**src/rtl/ring8_decoder_pkg.sv**
```systemverilog
// Shared types and widths for the ring8_decoder block (FSM states, ring/index widths).
// Optional error counter in the top is enabled with RING8_DECODER_ERRCNT_EN.
package ring8_decoder_pkg;

    localparam int RING_W = 8;
    localparam int IDX_W  = 3;

    typedef enum logic [1:0] {
        ST_HUNT    = 2'd0,
        ST_ACQUIRE = 2'd1,
        ST_LOCKED  = 2'd2
    } state_t;

    // Ring positions wrap naturally in IDX_W bits.
    function automatic logic [IDX_W-1:0] next_pos(input logic [IDX_W-1:0] pos);
        return pos + IDX_W'(1);
    endfunction

endpackage

```
**src/rtl/ring8_decoder_onehot8_enc.sv**
```systemverilog
// Combinational one-hot 8->3 encoder with a legality flag (exactly one bit set).
module onehot8_enc
    import ring8_decoder_pkg::*;
(
    input  logic [RING_W-1:0] ring,
    output logic [IDX_W-1:0]  pos,
    output logic              legal
);

    logic [RING_W-1:0] ring_m1;

    assign ring_m1 = ring - RING_W'(1);

    // Power-of-two test: nonzero and clearing the lowest set bit leaves nothing.
    assign legal = (ring != '0) && ((ring & ring_m1) == '0);

    assign pos[0] = ring[1] | ring[3] | ring[5] | ring[7];
    assign pos[1] = ring[2] | ring[3] | ring[6] | ring[7];
    assign pos[2] = ring[4] | ring[5] | ring[6] | ring[7];

endmodule

```
**src/rtl/ring8_decoder.sv**
```systemverilog
// One-hot ring position decoder with sequence lock tracking, WRAP and ERR pulses.
// Define RING8_DECODER_ERRCNT_EN to add the saturating ERRCNT output.
//
//   state      | meaning
//   -----------+-----------------------------------------------------------
//   ST_HUNT    | no reference position; waiting for a legal sample
//   ST_ACQUIRE | counting consecutive correct advances toward LOCK_COUNT
//   ST_LOCKED  | sequence tracked; any deviation flags ERR and drops to HUNT
module ring8_decoder
    import ring8_decoder_pkg::*;
#(
    parameter int LOCK_COUNT = 3
) (
    input  logic              CLK,
    input  logic              RESET,
    input  logic [RING_W-1:0] I,
    input  logic              VALID,
    output logic [IDX_W-1:0]  IDX,
    output logic              IDX_VALID,
    output logic              LOCKED,
    output logic              ERR,
`ifdef RING8_DECODER_ERRCNT_EN
    output logic              WRAP,
    output logic [7:0]        ERRCNT
`else
    output logic              WRAP
`endif
);

    localparam logic [2:0] LOCK_CNT = 3'(LOCK_COUNT);

    state_t           state, state_nxt;
    logic [IDX_W-1:0] prev, prev_nxt;
    logic [2:0]       cnt, cnt_nxt;
    logic [IDX_W-1:0] idx_nxt;
    logic             idx_valid_nxt;
    logic             locked_nxt;
    logic             err_nxt;
    logic             wrap_nxt;

    logic [IDX_W-1:0] pos;
    logic             legal;
    logic             in_seq;

    onehot8_enc u_enc (
        .ring  (I),
        .pos   (pos),
        .legal (legal)
    );

    assign in_seq = legal && (pos == next_pos(prev));

    always_comb begin
        state_nxt     = state;
        prev_nxt      = prev;
        cnt_nxt       = cnt;
        idx_nxt       = IDX;
        idx_valid_nxt = 1'b0;
        err_nxt       = 1'b0;
        wrap_nxt      = 1'b0;

        if (VALID) begin
            if (legal) begin
                idx_nxt       = pos;
                idx_valid_nxt = 1'b1;
            end

            unique case (state)
                ST_HUNT: begin
                    if (legal) begin
                        state_nxt = ST_ACQUIRE;
                        prev_nxt  = pos;
                        cnt_nxt   = '0;
                    end
                end
                ST_ACQUIRE: begin
                    if (!legal) begin
                        state_nxt = ST_HUNT;
                        cnt_nxt   = '0;
                    end else if (in_seq) begin
                        prev_nxt = pos;
                        cnt_nxt  = cnt + 3'd1;
                        if (cnt + 3'd1 == LOCK_CNT) begin
                            state_nxt = ST_LOCKED;
                        end
                    end else begin
                        prev_nxt = pos;
                        cnt_nxt  = '0;
                    end
                end
                ST_LOCKED: begin
                    if (in_seq) begin
                        prev_nxt = pos;
                        wrap_nxt = (prev == 3'd7);
                    end else begin
                        // Legal-but-wrong samples still refresh prev; HUNT reloads it anyway.
                        if (legal) begin
                            prev_nxt = pos;
                        end
                        err_nxt   = 1'b1;
                        cnt_nxt   = '0;
                        state_nxt = ST_HUNT;
                    end
                end
                default: begin
                    state_nxt = ST_HUNT;
                    cnt_nxt   = '0;
                end
            endcase
        end

        locked_nxt = (state_nxt == ST_LOCKED);
    end

    always_ff @(posedge CLK or posedge RESET) begin
        if (RESET) begin
            state     <= ST_HUNT;
            prev      <= '0;
            cnt       <= '0;
            IDX       <= '0;
            IDX_VALID <= 1'b0;
            LOCKED    <= 1'b0;
            ERR       <= 1'b0;
            WRAP      <= 1'b0;
        end else begin
            state     <= state_nxt;
            prev      <= prev_nxt;
            cnt       <= cnt_nxt;
            IDX       <= idx_nxt;
            IDX_VALID <= idx_valid_nxt;
            LOCKED    <= locked_nxt;
            ERR       <= err_nxt;
            WRAP      <= wrap_nxt;
        end
    end

`ifdef RING8_DECODER_ERRCNT_EN
    always_ff @(posedge CLK or posedge RESET) begin
        if (RESET) begin
            ERRCNT <= '0;
        end else if (err_nxt && (ERRCNT != 8'hFF)) begin
            ERRCNT <= ERRCNT + 8'd1;
        end
    end
`endif

endmodule

```
**config.mk**
```make
export PLATFORM = sky130hd
export DESIGN_NAME = ring8_decoder
export DESIGN_NICKNAME = d
export VERILOG_FILES = /design/src/rtl/ring8_decoder_pkg.sv /design/src/rtl/ring8_decoder_onehot8_enc.sv /design/src/rtl/ring8_decoder.sv
export SDC_FILE = /design/constraint.sdc
export NUM_CORES = 1
export LEC_CHECK = 0
export CORE_ASPECT_RATIO = 0.7
export CORE_MARGIN = 4
export CORE_UTILIZATION = 45
export DETAILED_ROUTE_END_ITERATION = 10
export PLACE_DENSITY_LB_ADDON = 0.15
export SYNTH_ARGS = -nofsm -noshare
export SYNTH_HDL_FRONTEND = slang
export SYNTH_SLANG_ARGS = --single-unit
```
**constraint.sdc**
```tcl
create_clock -name CLK -period 2.95 [get_ports CLK]
set_clock_uncertainty 0.2 [all_clocks]
set_input_delay 0.295 -clock CLK [delete_from_list [all_inputs] [get_ports CLK]]
set_output_delay 0.295 -clock CLK [all_outputs]
set_load 0.1 [all_outputs]
```
==> results of run 1 <==
-- stage by stage --
stage / util [%] / setup WS, ns / instances / hold slack, ns
after floorplan: - / 0.978 / 81 / -0.00352
after global placement: 57.7 / 0.346 / 121 / 0.285
after detailed placement: 57.7 / 0.271 / 121 / 0.298
after CTS: 59.1 / 0.565 / 125 / 0.163
after global routing: 59.1 / 0.456 / 125 / 0.192
final: 59.1 / 0.535 / 125 / 0.144
-- per-layer routing --
layer  vias up  global-route usage, %  routed length, um
met3         2                   6.00                106
li1        351                      -                  -
met1       335                   24.0                943
met2        13                   24.1                793
met4         0                   5.19                 19
met5         -                      0                  0
-- cell type report --
class,count,area (um^2)
fill,164,758
multi-input combinational,61,488
sequential,15,375
timing repair buffer,18,160
tap,22,27.5
clock buffer,4,26.3
inverter,5,18.8
-- worst min path at each step --
| stage | start | depth (start not counted) | endpoint |
|---|---|---|---|
| after floorplan | RESET | 1 | ERR |
| after global placement | register | 1 | register |
| after detailed placement | register | 1 | register |
| after CTS | RESET | 2 | cnt[2] |
| after global routing | RESET | 2 | cnt[2] |
| final | RESET | 2 | cnt[0] |
-- logic make-up after synthesis --
kind of cell               Yosys count  synth area share [%]
muxes                                8                  9.93
buffers and inverters                5                  2.13
AOI/OAI and AO/OA                   18                  15.0
DFF                                 15                  42.6
adders and majority gates            4                  5.67
xor gates and xnor gates             4                  3.97
and+or+nand+nor                     27                  20.7
-- power by group through the flow --
stage          logic (mW)  registers, mW  clock network, mW
2_1_floorplan      0.0831          0.353                  0
3_3_place_gp        0.237          0.258                  0
3_5_place_dp        0.241          0.260                  0
4_1_cts             0.241          0.256              0.121
5_1_grt             0.255          0.260              0.130
6_report            0.240          0.256              0.115
-- worst reg2reg max path, delay by kind of cell (launching register included) --
kind	cells	cell delay, ns
AO/OA/AOI/OAI	1	0.28
adder cells (fa/ha/maj)	2	0.49
XOR/XNOR	1	0.17
AND/OR/NAND/NOR	2	0.47
flip-flops	1	0.41
-- synthesized netlist by cell type (2+ instances only) --
| cell | n |
|---|---|
| o31a_1 | 2 |
| nor3_1 | 4 |
| xor2_1 | 2 |
| dfrtp_1 | 15 |
| nor4_2 | 2 |
| nor2_1 | 6 |
| mux2_1 | 3 |
| a21o_1 | 3 |
| or4_4 | 2 |
| inv_1 | 5 |
| nand4_1 | 2 |
| xnor2_1 | 2 |
| a21oi_1 | 2 |
| ha_1 | 4 |
| mux2_2 | 3 |
| a22o_1 | 2 |
| nand3_2 | 2 |
| o21ai_0 | 2 |
| o22ai_1 | 2 |
| mux2i_1 | 2 |
-- cells in the final DEF, fill, tap and decap left out, types with 2 or more instances in the layout --
cell	Yosys	layout
a22o_1	2	2
buf_4	0	8
o31a_1	2	2
xor2_1	2	2
clkdlybuf4s50_1	0	10
mux2_2	3	3
o21ai_0	2	2
nand4_1	2	2
inv_1	5	5
nor2_1	6	6
nor3_1	4	4
clkbuf_4	0	3
ha_1	4	4
mux2i_1	2	2
mux2_1	3	3
nor4_2	2	2
or4_4	2	2
nand3_2	2	2
xnor2_1	2	2
dfrtp_1	15	15
a21oi_1	2	2
o22ai_1	2	2
a21o_1	3	3
==> out/qor.csv, run 1 <==
metric,value,unit
maxSlewHeadroom,64.1,%
fin_crit,2.41,ns
post_dp_cell_area,1070,um^2
wirelength,1.86,mm
track_usage,16.9,%
design_area,1100,um^2
yosys-top-cells-area,"dfrtp_1 43%, ha_1 5.7%, mux2_1 3.8%, mux2_2 3.8%, nor4_2 2.8%",
dr.first_iter.drc_count,13,
antennaDiodeCount,0,
critPathBufInv,1,
worst_pin_slew,0.537,ns
hold_violations,0,
post_cts_buffers,0,
total_power,611,uW
yosysWarnings,0,
r2r_slack,0.82,ns
layout_worst_path_cycle_share,81.9,%
path_max_fanout,7,
clock-root-buffer,clkbuf_4,
async_flop_share,100,%
die_h,45.0,um
fin_nets,119,
status,"finished, final reports clean",
clkPwrFrac,18.9,%
ioPinCount,18,
grt_pass1_vias,695,
layout-drive-gt1-share,22.3,%
netSwitchingFraction,40.4,%
synth.top_cell.area_share,42.6,%
drc,0,
ir_drop,0.536,mV
num_vias,701,
area_delta_synth_final,24.3,%
cts_max_level,1,
antenna_found_initial,0,
dieWidth,60.9,um
critPathMaxStageDelay,0.63,ns
worstPathCellList,clkdlybuf4s50_1 > or4_1 > xnor2_1 > nor3_2 > nand4_1 > o31a_1,
clock-sinks,15,
setup.worst_path.end,state[0],
core,1850,um^2
row_count,13,
synthFlopType,dfrtp_1,
required,2.92,ns
start_util,47.6,%
overflow,0,
clk_transition_reported_paths,0.08,ns
crit_path_end_kind,register,
viasPerCell,5.61,
clockBufferDepth,2,
crit_type,in2reg,
internal_power,364,uW
combPwrFrac,39.2,%
syn_area_per_cell,10.9,um^2
tns,0,ns
p_per_area,557,nW/um^2
post-synth-top-area-cell,dfrtp_1,
leakage,0.487,nW
startpoint_type,input port,
seq_power_share,41.9,%
grt_setup_unrepaired,false,
crit_cells,6,
worstPathArrival,2.39,ns
slew_viol_final,0,
synth_seq_cells,15,
dieArea,2740,um^2
numCtsBuffers,3,
insertion_delay,0.28,ns
cp_slowest_cell,or4_1,
switchingPower,247,uW
place.gp.congestion,0.807,
min-delay-path-class,in2async,
syn_nets,96,
setup_viol_count_final,0,
numPortBuffers,17,
critical-path-top-delay-family,simple AND/OR/NAND/NOR gates,
crit_start,I[3],
ant_nets,0,
drv_cap,0,
grt_pass1_wl,3.31,mm
dp_hpwl,1.49,mm
synth_edf_count,0,
grt_max_degree,16,
cts_tree,yes,
r2r_end,state[0],
syn_area,882,um^2
ys_types,34,
synthCells,81,
drt-pass1-iter-count,4,
wl_per_cell,14.9,um
cts_resized,0,
yosysSeqAreaShare,42.6,%
cts_hold_buffers,0,
clock.fmax,414,MHz
ff2ff_path_depth,6,
(Power assumes the default switching activity.)
==> inputs of run 2 (changes only) <==
--- a/config.mk
+++ b/config.mk
@@ -7,7 +7,7 @@
 export LEC_CHECK = 0
 export CORE_ASPECT_RATIO = 0.7
 export CORE_MARGIN = 4
-export CORE_UTILIZATION = 45
+export CORE_UTILIZATION = 44
 export DETAILED_ROUTE_END_ITERATION = 10
 export PLACE_DENSITY_LB_ADDON = 0.15
 export SYNTH_ARGS = -nofsm -noshare
==> constraint.sdc (replaced) <==
create_clock -name CLK -period 2.2 [get_ports CLK]
set_clock_uncertainty 0.2 [all_clocks]
set_input_delay 0.22 -clock CLK [delete_from_list [all_inputs] [get_ports CLK]]
set_output_delay 0.22 -clock CLK [all_outputs]
set_load 0.1 [all_outputs]
==> run 2 against run 1 <==
  * Critical path depth is 2 higher
  * Highest routed layer unchanged
  * Die area is 1.9% higher
  * Non-clock buffer count is 19 higher
  * First-iteration DRC count grew to 3.8 times the previous value
  * Cell area is 17% higher
  * Sequential power is 35% higher
==> out/qor.csv, run 2 (same netlist as run 1, synthesis figures left out) <==
metric,value,unit,change
setup.worst_path.end,state[0],,
slew_viol_final,0,,unchanged
r2r_slack,0.09,ns,-0.73 ns
path_max_fanout,3,,-4
drv_cap,0,,unchanged
worst_pin_slew,0.572,ns,+0.0349 ns
antennaDiodeCount,0,,unchanged
dieArea,2800,um^2,+1.9%
area_delta_synth_final,46.0,%,
min-delay-path-class,in2async,,
clock-sinks,15,,unchanged
finalNonFillerCells,144,,+15%
maxSlewHeadroom,61.8,%,-2.3 points
antenna_found_initial,0,,unchanged
dieWidth,61.5,um,+0.98%
cts_tree,yes,,
overflow,0,,unchanged
wirelength,2.29,mm,+23%
dp.cells,137,,+13%
wl_per_cell,15.9,um,+7.0%
start_util,46.8,%,-0.82 points
drt-pass1-iter-count,4,,unchanged
viasPerCell,5.79,,+3.3%
final_common_cell,buf_4,,
dr.first_iter.drc_count,50,,+37
numCtsBuffers,3,,unchanged
clock-root-buffer,clkbuf_4,,
numPortBuffers,17,,unchanged
grt_max_degree,16,,unchanged
leakage,0.631,nW,+30%
insertion_delay,0.28,ns,about the same
crit_start,I[0],,
required,2.17,ns,-0.75 ns
ant_nets,0,,unchanged
startpoint_type,input port,,
place.gp.congestion,0.902,,+12%
dp_hpwl,1.78,mm,+20%
clockBufferDepth,2,,unchanged
grt_pass1_wl,3.53,mm,+6.9%
fill_cells,151,,-7.9%
die_h,45.5,um,+0.93%
ff2ff_path_depth,6,,unchanged
regArea,375,um^2,unchanged
layout_worst_path_cycle_share,99.7,%,
clk_transition_reported_paths,0.08,ns,about the same
p_per_area,675,nW/um^2,+21%
track_usage,17.5,%,+0.63 points
ir_drop,0.640,mV,+19%
ioPinCount,18,,unchanged
status,"finished, final reports clean",,
clock.fmax,456,MHz,
final_cell_mix,"27 x buf_4, 15 x dfrtp_1, 6 x nor2_1, 6 x dlymetal6s2s_1, 5 x inv_1",,
layout-drive-gt1-share,37.7,%,+15 points
worstPathArrival,2.16,ns,-0.23 ns
fin_crit,2.19,ns,
cts_hold_buffers,0,,unchanged
num_vias,834,,+19%
multi_input_area,522,um^2,+6.9%
grt_pass1_vias,763,,+9.8%
r2r_end,state[0],,
cts_max_level,1,,unchanged
core,1890,um^2,+1.8%
total_power,868,uW,+42%
fin_nets,138,,+16%
hold_violations,0,,unchanged
setup_viol_count_final,0,,unchanged
row_count,13,,unchanged
crit_type,in2reg,,
drc,0,,unchanged
crit_path_end_kind,register,,
[run 2: cell types whose count changed in the layout (fill, tap and decap cells not counted), sizes merged]
| cell | previous run | this run |
|---|---|---|
| buf | 8 | 27 |
| clkdlybuf4s50 | 10 | 4 |
| dlymetal6s2s | 0 | 6 |
[run 2: worst max-delay path, stage by stage]
cell and delay [ns]:
clkdlybuf4s50_1 0.46, buf_4 0.17, nor4_2 0.29, a22o_1 0.17, o22a_2 0.18, and2_4 0.16, nand4_1 0.17, o31a_1 0.33
[run 2: layer usage]
layer | wire (um) | GRT usage (%)
met1 | 982 | 24.3
met2 | 997 | 26.5
met3 | 296 | 6.52
met4 | 17 | 2.97
met5 | 0 | 0
[run 2: final cells by class]
type	instances	area share [%]
multi-input cells	61	40.5
flip-flops and latches	15	29.2
repair buffers	37	24.7
well taps	22	2.14
clock buffers	4	2.04
inverters	5	1.46
[run 2: through the flow]
step / utilization (%) / hold WS [ns] / area, um^2 / setup WS, ns / setup TNS [ns]
global placement: 63.1 / 0.289 / 1190 / -0.265 / -2.87
detailed placement: 63.1 / 0.299 / 1190 / -0.324 / -3.19
CTS: 64.5 / 0.112 / 1220 / 0.00326 / 0
global route: 68.2 / 0.138 / 1290 / -0.0165 / -0.0237
finish: 68.2 / 0.101 / 1290 / 0.00705 / 0
floorplan: - / -0.0785 / 882 / 0.245 / 0
[run 2: how the worst min path moves through the flow]
stage | start | endpoint | slack (ns) | cells past startpoint
2_1_floorplan | RESET | ERR | -0.08 | 1
3_3_place_gp | register | register | 0.29 | 1
3_5_place_dp | IDX[0] | IDX[0] | 0.30 | 1
4_1_cts | RESET | asynchronous set/reset pin | 0.11 | 2
5_1_grt | RESET | cnt[0] | 0.14 | 2
6_report | RESET | IDX[2] | 0.10 | 2
[run 2: power by group]
part / internal (mW) / leakage [nW] / switching [mW] / total (mW)
clock: 0.0703 / 0.0150 / 0.0816 / 0.152
sequential: 0.316 / 0.196 / 0.0292 / 0.345
combinational: 0.135 / 0.420 / 0.237 / 0.372
total: 0.521 / 0.631 / 0.348 / 0.868
[run 2: timing repair]
item	4_1_cts	5_1_grt
setup endpoints to repair	2	10
setup buffers	0	3
resized for setup	0	11
pin swaps	2	7
==> inputs of run 3 (changes only) <==
--- a/config.mk
+++ b/config.mk
@@ -9,7 +9,7 @@
 export CORE_MARGIN = 4
 export CORE_UTILIZATION = 44
 export DETAILED_ROUTE_END_ITERATION = 10
-export PLACE_DENSITY_LB_ADDON = 0.15
+export PLACE_DENSITY = 0.73
 export SYNTH_ARGS = -nofsm -noshare
 export SYNTH_HDL_FRONTEND = slang
 export SYNTH_SLANG_ARGS = --single-unit
==> run 3 against run 2 <==
  * Largest power group unchanged
  * Total power shrank 0.22%
  * Cell area fell by 1.2%
  * Critical path type is now reg2reg
  * Sequential power about the same
==> out/qor.csv, run 3 (same netlist as run 1, synthesis figures left out) <==
metric,value,unit,change
row_count,13,,unchanged
clockBufferDepth,2,,unchanged
layout_worst_path_cycle_share,99.0,%,-0.71 points
num_vias,796,,-4.6%
grt_max_degree,16,,unchanged
clock-sinks,15,,unchanged
core,1890,um^2,unchanged
hold_violations,0,,unchanged
drc,0,,unchanged
min-delay-path-class,in2async,,
dp_hpwl,1.67,mm,-6.2%
cts_hold_buffers,0,,unchanged
ant_nets,0,,unchanged
netSwitchingFraction,40.7,%,+0.68 points
wl_per_cell,15.7,um,-1.6%
clock.fmax,459,MHz,+0.72%
wl_met1,1.04,mm,+5.9%
ioPinCount,18,,unchanged
overflow,0,,unchanged
fin_nets,135,,-2.2%
critPathBufInv,0,,-2
dieWidth,61.5,um,unchanged
status,"finished, final reports clean",,
cp_slowest_cell,dfrtp_1,,
total_power,867,uW,-0.22%
setup_ws,0.0226,ns,+0.0156 ns
post_dp_cell_area,1180,um^2,-0.63%
layout-drive-gt1-share,37.0,%,-0.73 points
worst_pin_slew,0.589,ns,+0.0170 ns
start_util,46.8,%,unchanged
routed-wl-met2,994,um,-0.30%
pre_cts_ws,-0.297,ns,+0.0267 ns
internal_power,514,uW,-1.4%
maxSlewHeadroom,60.7,%,-1.1 points
grt_pass1_wl,3.46,mm,-2.0%
viasPerCell,5.65,,-2.5%
crit_type,reg2reg,,
dp.cells,136,,-0.73%
path_max_fanout,3,,unchanged
hold_ws,0.0966,ns,-0.00470 ns
switchingPower,353,uW,+1.5%
crit_path_end_kind,register,,
drv_cap,0,,unchanged
drt-pass1-iter-count,4,,unchanged
grt_setup_unrepaired,false,,
die_h,45.5,um,unchanged
design_area,1270,um^2,-1.2%
required,2.18,ns,about the same
p_per_area,681,nW/um^2,+0.96%
tns,0,ns,unchanged
area_delta_synth_final,44.3,%,
numPortBuffers,17,,unchanged
numCtsBuffers,3,,unchanged
ff2ff_path_depth,6,,unchanged
antenna_found_initial,0,,unchanged
cts_max_level,1,,unchanged
worstPathArrival,2.15,ns,about the same
track_usage,17.7,%,+0.19 points
fin_crit,2.18,ns,-0.0156 ns
final_cell_mix,"24 x buf_4, 15 x dfrtp_1, 6 x nor2_1",,
crit_cells,6,,-2
clkPwrFrac,18.1,%,+0.6 points
startpoint_type,register,,
setup.worst_path.end,state[0],,
insertion_delay,0.28,ns,about the same
antennaDiodeCount,0,,unchanged
combPwrFrac,41.8,%,-1.0 points
setup_viol_count_final,0,,unchanged
wirelength,2.21,mm,-3.7%
dr.first_iter.drc_count,34,,-32%
place.gp.congestion,0.891,,-1.2%
highest_layer,met4,,
slew_viol_final,0,,unchanged
grt_pass1_vias,759,,-0.52%
clock-root-buffer,clkbuf_4,,
dr_wl_met3,129,um,-56%
r2r_slack,0.02,ns,-0.07 ns
worstPathCellList,ha_1 > ha_4 > xor2_1 > nor3_2 > nand4_1 > o31a_1,,
final_common_cell,buf_4,,
critPathMaxStageDelay,0.41,ns,-0.05 ns
critical-path-top-delay-family,simple AND/OR/NAND/NOR gates,,
seq_power_share,40.2,%,+0.5 points
dieArea,2800,um^2,unchanged
cts_tree,yes,,
ir_drop,0.732,mV,+14%
finalNonFillerCells,141,,-2.1%
clk_transition_reported_paths,0.08,ns,about the same
fin_util,67.4,%,-0.80 points
r2r_end,state[0],,
leakage,0.612,nW,-3.0%
[run 3: final cells by class]
cell class              instances  area [um^2]
fillers                       143          614
multi-input cells              61          532
flip-flops and latches         15          375
inverters                       5         18.8
well taps                      22         27.5
clock buffers                   4         26.3
repair buffers                 34          293
[run 3: worst min path at each step]
| stage | start | endpoint | slack (ns) | cells after the start |
|---|---|---|---|---|
| floorplan | RESET | ERR | -0.08 | 1 |
| global placement | register | register | 0.29 | 1 |
| detailed placement | register | register | 0.30 | 1 |
| CTS | RESET | cnt[2] | 0.12 | 2 |
| global route | RESET | IDX[2] | 0.15 | 2 |
| finish | RESET | IDX[2] | 0.1 | 2 |
[run 3: layer usage]
| layer | track usage, % | vias to the layer above |
|---|---|---|
| met5 | 0 | - |
| met2 | 25.3 | 21 |
| li1 | - | 384 |
| met3 | 7.65 | 6 |
| met4 | 7.20 | 0 |
| met1 | 23.5 | 385 |
[run 3: worst reg2reg max path: stages (launching register included)]
cell and delay [ns]:
dfrtp_1 0.41, ha_1 0.24, ha_4 0.22, xor2_1 0.17, nor3_2 0.28, nand4_1 0.22
o31a_1 0.32
[run 3: timing repair]
action,CTS,global route
gates resized for setup,0,11
endpoints found under the setup margin,1,7
pin swaps,1,7
setup buffers,0,1
[run 3: power by group through the flow]
stage	combinational, mW	clock (mW)	sequential [mW]
after global placement	0.336	0	0.347
after CTS	0.347	0.166	0.344
after detailed placement	0.346	0	0.349
final	0.362	0.157	0.348
after global routing	0.385	0.177	0.353
after floorplan	0.111	0	0.473
